$ cat src/rtl/fnd_scan_reader.sv
// fnd_scan_reader: reads back a 4-digit multiplexed FND scan. It samples the
// active-low common selects and segments, decodes each settled digit, and
// publishes one 4-digit frame per complete scan round.
module fnd_scan_reader #(
    parameter int unsigned SETTLE_CYCLES = 4,
    parameter int unsigned STALL_CYCLES  = 100000
) (
    input  logic        clk,
    input  logic        reset,
    input  logic [3:0]  fnd_com,
    input  logic [7:0]  fnd_data,
    output logic [15:0] digits,
    output logic [3:0]  dp,
    output logic        frame_valid,
    output logic        seg_err,
    output logic        com_err,
    output logic        scan_stall
);

    localparam int unsigned STALL_W = $clog2(STALL_CYCLES + 1);
    localparam logic [STALL_W-1:0] STALL_MAX = STALL_W'(STALL_CYCLES);
    localparam logic [7:0] SETTLE_LAST = 8'(SETTLE_CYCLES - 1);

    typedef enum logic [1:0] {
        IDLE,
        SETTLE,
        HOLD
    } state_t;

    state_t state, state_nxt;

    logic [3:0]         com_q, com_p;
    logic [7:0]         data_q, data_p;
    logic               com_chg, data_chg, com_valid;
    logic [1:0]         idx;
    logic [7:0]         settle_cnt, settle_cnt_nxt;
    logic               capture, com_err_nxt;
    logic [15:0]        slot_dig;
    logic [3:0]         slot_dp;
    logic [3:0]         mask, mask_base;
    logic [STALL_W-1:0] stall_cnt;

    function automatic logic [3:0] seg_decode(input logic [6:0] seg);
        logic [3:0] val;
        case (seg)
            7'h40:   val = 4'h0;
            7'h79:   val = 4'h1;
            7'h24:   val = 4'h2;
            7'h30:   val = 4'h3;
            7'h19:   val = 4'h4;
            7'h12:   val = 4'h5;
            7'h02:   val = 4'h6;
            7'h78:   val = 4'h7;
            7'h00:   val = 4'h8;
            7'h10:   val = 4'h9;
            7'h7F:   val = 4'hE;
            default: val = 4'hF;
        endcase
        return val;
    endfunction

    // Input register plus a one-cycle history used for change detection.
    // Selects reset to all-high so leaving reset never looks like a com change.
    always_ff @(posedge clk or posedge reset) begin
        if (reset) begin
            com_q  <= '1;
            com_p  <= '1;
            data_q <= '1;
            data_p <= '1;
        end else begin
            com_q  <= fnd_com;
            com_p  <= com_q;
            data_q <= fnd_data;
            data_p <= data_q;
        end
    end

    assign com_chg   = (com_q != com_p);
    assign data_chg  = (data_q != data_p);
    assign com_valid = $onehot(~com_q);

    // Slot index of the currently selected digit.
    always_comb begin
        idx = 2'd0;
        case (com_q)
            4'b1110: idx = 2'd0;
            4'b1101: idx = 2'd1;
            4'b1011: idx = 2'd2;
            4'b0111: idx = 2'd3;
            default: idx = 2'd0;
        endcase
    end

    // FSM state register and settle counter.
    always_ff @(posedge clk or posedge reset) begin
        if (reset) begin
            state      <= IDLE;
            settle_cnt <= '0;
            com_err    <= 1'b0;
        end else begin
            state      <= state_nxt;
            settle_cnt <= settle_cnt_nxt;
            com_err    <= com_err_nxt;
        end
    end

    // Next-state logic: wait for a valid select, require a stable window, capture once.
    always_comb begin
        state_nxt      = state;
        settle_cnt_nxt = settle_cnt;
        capture        = 1'b0;
        com_err_nxt    = 1'b0;
        case (state)
            IDLE: begin
                if (com_valid) begin
                    state_nxt      = SETTLE;
                    settle_cnt_nxt = '0;
                end else if (com_chg) begin
                    com_err_nxt = 1'b1;
                end
            end
            SETTLE: begin
                if (com_chg || data_chg) begin
                    settle_cnt_nxt = '0;
                    if (!com_valid) begin
                        state_nxt   = IDLE;
                        com_err_nxt = 1'b1;
                    end
                end else if (settle_cnt == SETTLE_LAST) begin
                    capture        = 1'b1;
                    settle_cnt_nxt = '0;
                    state_nxt      = HOLD;
                end else begin
                    settle_cnt_nxt = settle_cnt + 8'd1;
                end
            end
            HOLD: begin
                if (com_chg) begin
                    settle_cnt_nxt = '0;
                    if (com_valid) begin
                        state_nxt = SETTLE;
                    end else begin
                        state_nxt   = IDLE;
                        com_err_nxt = 1'b1;
                    end
                end
            end
            default: state_nxt = IDLE;
        endcase
    end

    // A full mask is consumed this cycle, so a same-cycle capture starts a fresh round.
    assign mask_base = (mask == 4'hF) ? 4'h0 : mask;

    // Slot capture, mask tracking and frame publication.
    always_ff @(posedge clk or posedge reset) begin
        if (reset) begin
            slot_dig    <= '1;
            slot_dp     <= '0;
            mask        <= '0;
            digits      <= '1;
            dp          <= '0;
            frame_valid <= 1'b0;
            seg_err     <= 1'b0;
        end else begin
            frame_valid <= 1'b0;
            if (mask == 4'hF) begin
                digits      <= slot_dig;
                dp          <= slot_dp;
                frame_valid <= 1'b1;
                seg_err     <= (slot_dig[3:0] == 4'hF) || (slot_dig[7:4] == 4'hF) ||
                               (slot_dig[11:8] == 4'hF) || (slot_dig[15:12] == 4'hF);
            end
            if (capture) begin
                slot_dig[{idx, 2'b00} +: 4] <= seg_decode(data_q[6:0]);
                slot_dp[idx]                <= ~data_q[7];
                mask                        <= mask_base | ~com_q;
            end else begin
                mask <= mask_base;
            end
        end
    end

    // Stall counter: cleared by any select change, saturates at the limit.
    always_ff @(posedge clk or posedge reset) begin
        if (reset) begin
            stall_cnt <= '0;
        end else if (com_chg) begin
            stall_cnt <= '0;
        end else if (stall_cnt != STALL_MAX) begin
            stall_cnt <= stall_cnt + STALL_W'(1);
        end
    end

    assign scan_stall = (stall_cnt == STALL_MAX);

endmodule

$ cat config.mk
export PLATFORM = sky130hd
export DESIGN_NAME = fnd_scan_reader
export DESIGN_NICKNAME = d
export VERILOG_FILES = /design/src/rtl/fnd_scan_reader.sv
export SDC_FILE = /design/constraint.sdc
export NUM_CORES = 1
export LEC_CHECK = 0
export ABC_AREA = 1
export CAP_MARGIN = 20
export CORE_ASPECT_RATIO = 0.75
export CORE_MARGIN = 4
export CORE_UTILIZATION = 58
export CTS_CLUSTER_DIAMETER = 80
export DETAILED_ROUTE_END_ITERATION = 12
export PLACE_DENSITY_LB_ADDON = 0.3
export SETUP_SLACK_MARGIN = 0.02
export SYNTH_ARGS = -nofsm -noshare
export SYNTH_HDL_FRONTEND = slang
export SYNTH_SLANG_ARGS = --single-unit
$ cat constraint.sdc
create_clock -name clk -period 4.3 [get_ports clk]
set_input_delay 0.86 -clock clk [delete_from_list [all_inputs] [get_ports clk]]
set_output_delay 0.86 -clock clk [all_outputs]
set_load 0.03 [all_outputs]
==> impl_metrics.yaml <==
sta:
  setup_viol: 0
  finalMaxSlewViolations: 0
  setup_tns_ps: 0
  period_share: 0.726
  hold_ws_ps: 390
  min_period_ps: 3120
  relSlewSlack: 0.574
  worst_pin_slew_ps: 638
  fmax_mhz: 320
  rsz0062_at_grt: "false"
  clock-skew-final_ps: 11.6
  report.final.hold_viol_count: 0
  fin_ws_ps: 1180
place:
  hpwl_um: 6940
  portBuffers: 37
  dp_slack_ps: 1300
  gp_congestion: 0.894
power_and_ir_drop:
  p_per_area_mw_per_mm2: 337
  switchingPower_uw: 483
  p_int_uw: 1390
  p_comb_frac: 0.122
  leakage_uw: 0.00276
  pwr-share-clk: 0.357
  report.power.total_uw: 1870
  p_sw_frac: 0.258
  peakVddDrop_mv: 0.225
  seqPwrFrac: 0.522
cts:
  cts_tree: "built"
  post_cts_buffers: 0
  post_cts_resized: 0
  cts_sinks: 98
  clk_pin_slew_ps: 90
  clock_path_buffers: 2
  clock_latency_ps: 370
  cts_made_buffers: 9
  postCtsHoldBufs: 0
  clock-root-buffer: "clkbuf_8"
  cts_max_level: 3
finish:
  nets: 661
  num_antenna_cells: 0
  num-fill-cells: 623
  multi_input_area_sq_mm: 0.00202
  regArea_sq_mm: 0.00252
  syn_to_final_growth_pct: 15.0
  drive_above_1_share: 0.145
floorplanning:
  dieHeight_um: 87.1
  fp-row-count: 28
  io-pin-count: 38
  die_area_sq_mm: 0.00988
  initial_core_util: 0.605
  core-area_sq_mm: 0.00799
  die_w_um: 113
critical_path:
  worstSetupPathType: "flip-flop to primary output"
  rr_worst_depth: 11
  arrival_ps: 2260
  worstPathMaxFanout: 5
  start_kind: "flip-flop"
  cp-end-kind: "primary output"
  crit_required_ps: 3440
yosys:
  synth.most_common_cell: "nand2_1"
  yosysTopAreaCell: "dfstp_2"
  synth-main-ff-cell: "dfstp_2"
  avgSynthCellArea_sq_um: 8.26
  ys_ff_latch: 98
  syn_area_sq_mm: 0.00483
  synthTopCellsByCount: "nand2_1 (206), inv_1 (68), dfstp_2 (56), nor2_1 (56), dfrtp_1 (42)"
  syn_nets: 617
  synth_edf_count: 0
  synthArstFlopShare: 1.00
  seq_area_frac_synth: 0.522
  syn_inst: 585
  synth_top_area_share: 0.304
  synth.distinct_cells: 34
  ys_top_cells_by_area: "dfstp_2 (30%), dfrtp_1 (22%), nand2_1 (16%)"
  ys_warn_count: 0
global_routing:
  antenna_found_initial: 0
  grt_pass1_wl_um: 17300
  grt_pass1_vias: 3786
  grt.overflow.total: 0
  grt_max_degree: 35
  grt_usage: 0.218
route:
  ant_nets: 0
  wl_um: 9610
  drt-wirelength-per-cell_um: 13.0
  drt_iter0_drc: 293
  vias_per_cell: 5.15
  drc_errors: 0
  drt_pass1_iterations: 5
  vias: 3805
min_path:
  hold_path_depth: 0
  hold_class: "flip-flop to flip-flop"
outcome:
  status: "finished, final reports clean"
run:
  drv_cap: 0
==> power by group through the flow <==
stage,Sequential [uW],Combinational (uW),Clock (uW)
2_1_floorplan,995,158,0
3_3_place_gp,991,217,0
3_5_place_dp,992,227,0
4_1_cts,976,230,684
5_1_grt,980,261,727
6_report,977,228,668
==> registers in the layout, indices dropped and copies added (netlist names) <==
register and flops:
com_err 1, data_p 8, digits 16, slot_dp 4, dp 4, com_p 4, com_q 4, mask 4
seg_err 1, stall_cnt 17, settle_cnt 8, slot_dig 16, data_q 8, frame_valid 1, state 2
==> critical path, cell delays in order, from the launching register on <==
cell             delay, ps
dfrtp_1                430
inv_1                   70
ha_1                   160
nand3_1                 70
nor4_1                 200
nand2_1                170
inv_1                  120
clkdlybuf4s50_1        670
==> cells by family after synthesis <==
kind of cell	after synthesis	synth area share
AOI/OAI and AO/OA	42	0.0453
xor gates and xnor gates	10	0.0181
adders and majority gates	18	0.0481
buffers and inverters	77	0.0603
DFF	98	0.522
and+or+nand+nor	340	0.306
==> cells in the final DEF (no fill, tap or decap), drive strengths merged, types with 2 or more instances in the layout <==
cell             n
nand3           35
clkbuf          12
buf              3
ha              17
a21oi           15
inv             69
dfstp           56
nor2            59
xor2             5
nor4             2
clkdlybuf4s50   37
nand2          212
nand4           13
clkinvlp         2
xnor2            5
bufinv           2
dfrtp           42
o21ai           24
nor3            15
==> final cells by class <==
class	instances	area share
sequential	98	0.454
timing repair buffer	40	0.0706
clock inverter	4	0.0135
clock buffer	12	0.0279
inverter	70	0.0475
multi-input combinational	410	0.363
tap	105	0.0236
==> path summary, 6_finish.rpt <==
path,slack (ps),endpoint,startpoint
min in group asynchronous,830,stall_cnt[8],reset
max in group asynchronous,2630,data_p[7],reset
max,1180,scan_stall,stall_cnt[0]
min reg2reg,390,data_p[1],data_q[1]
max reg2reg,1230,settle_cnt[5],com_q[1]
min,390,data_p[1],data_q[1]
==> stage by stage <==
step	area [sq um]	instances	utilization
2_1_floorplan	4830	585	-
6_report	5560	739	0.696
3_5_place_dp	5330	723	0.667
5_1_grt	5560	739	0.696
4_1_cts	5560	739	0.696
3_3_place_gp	5330	723	0.667
==> metal layers <==
| metal | vias up | part of all wire | routed length (um) | track usage |
|---|---|---|---|---|
| li1 | 1920 | - | - | - |
| met1 | 1769 | 0.48 | 4650 | 0.305 |
| met2 | 99 | 0.44 | 4260 | 0.331 |
| met3 | 17 | 0.060 | 580 | 0.0563 |
| met4 | 0 | 0.013 | 125 | 0.0764 |
| met5 | - | 0 | 0 | 0 |
Power figures use the tool's default switching activity.
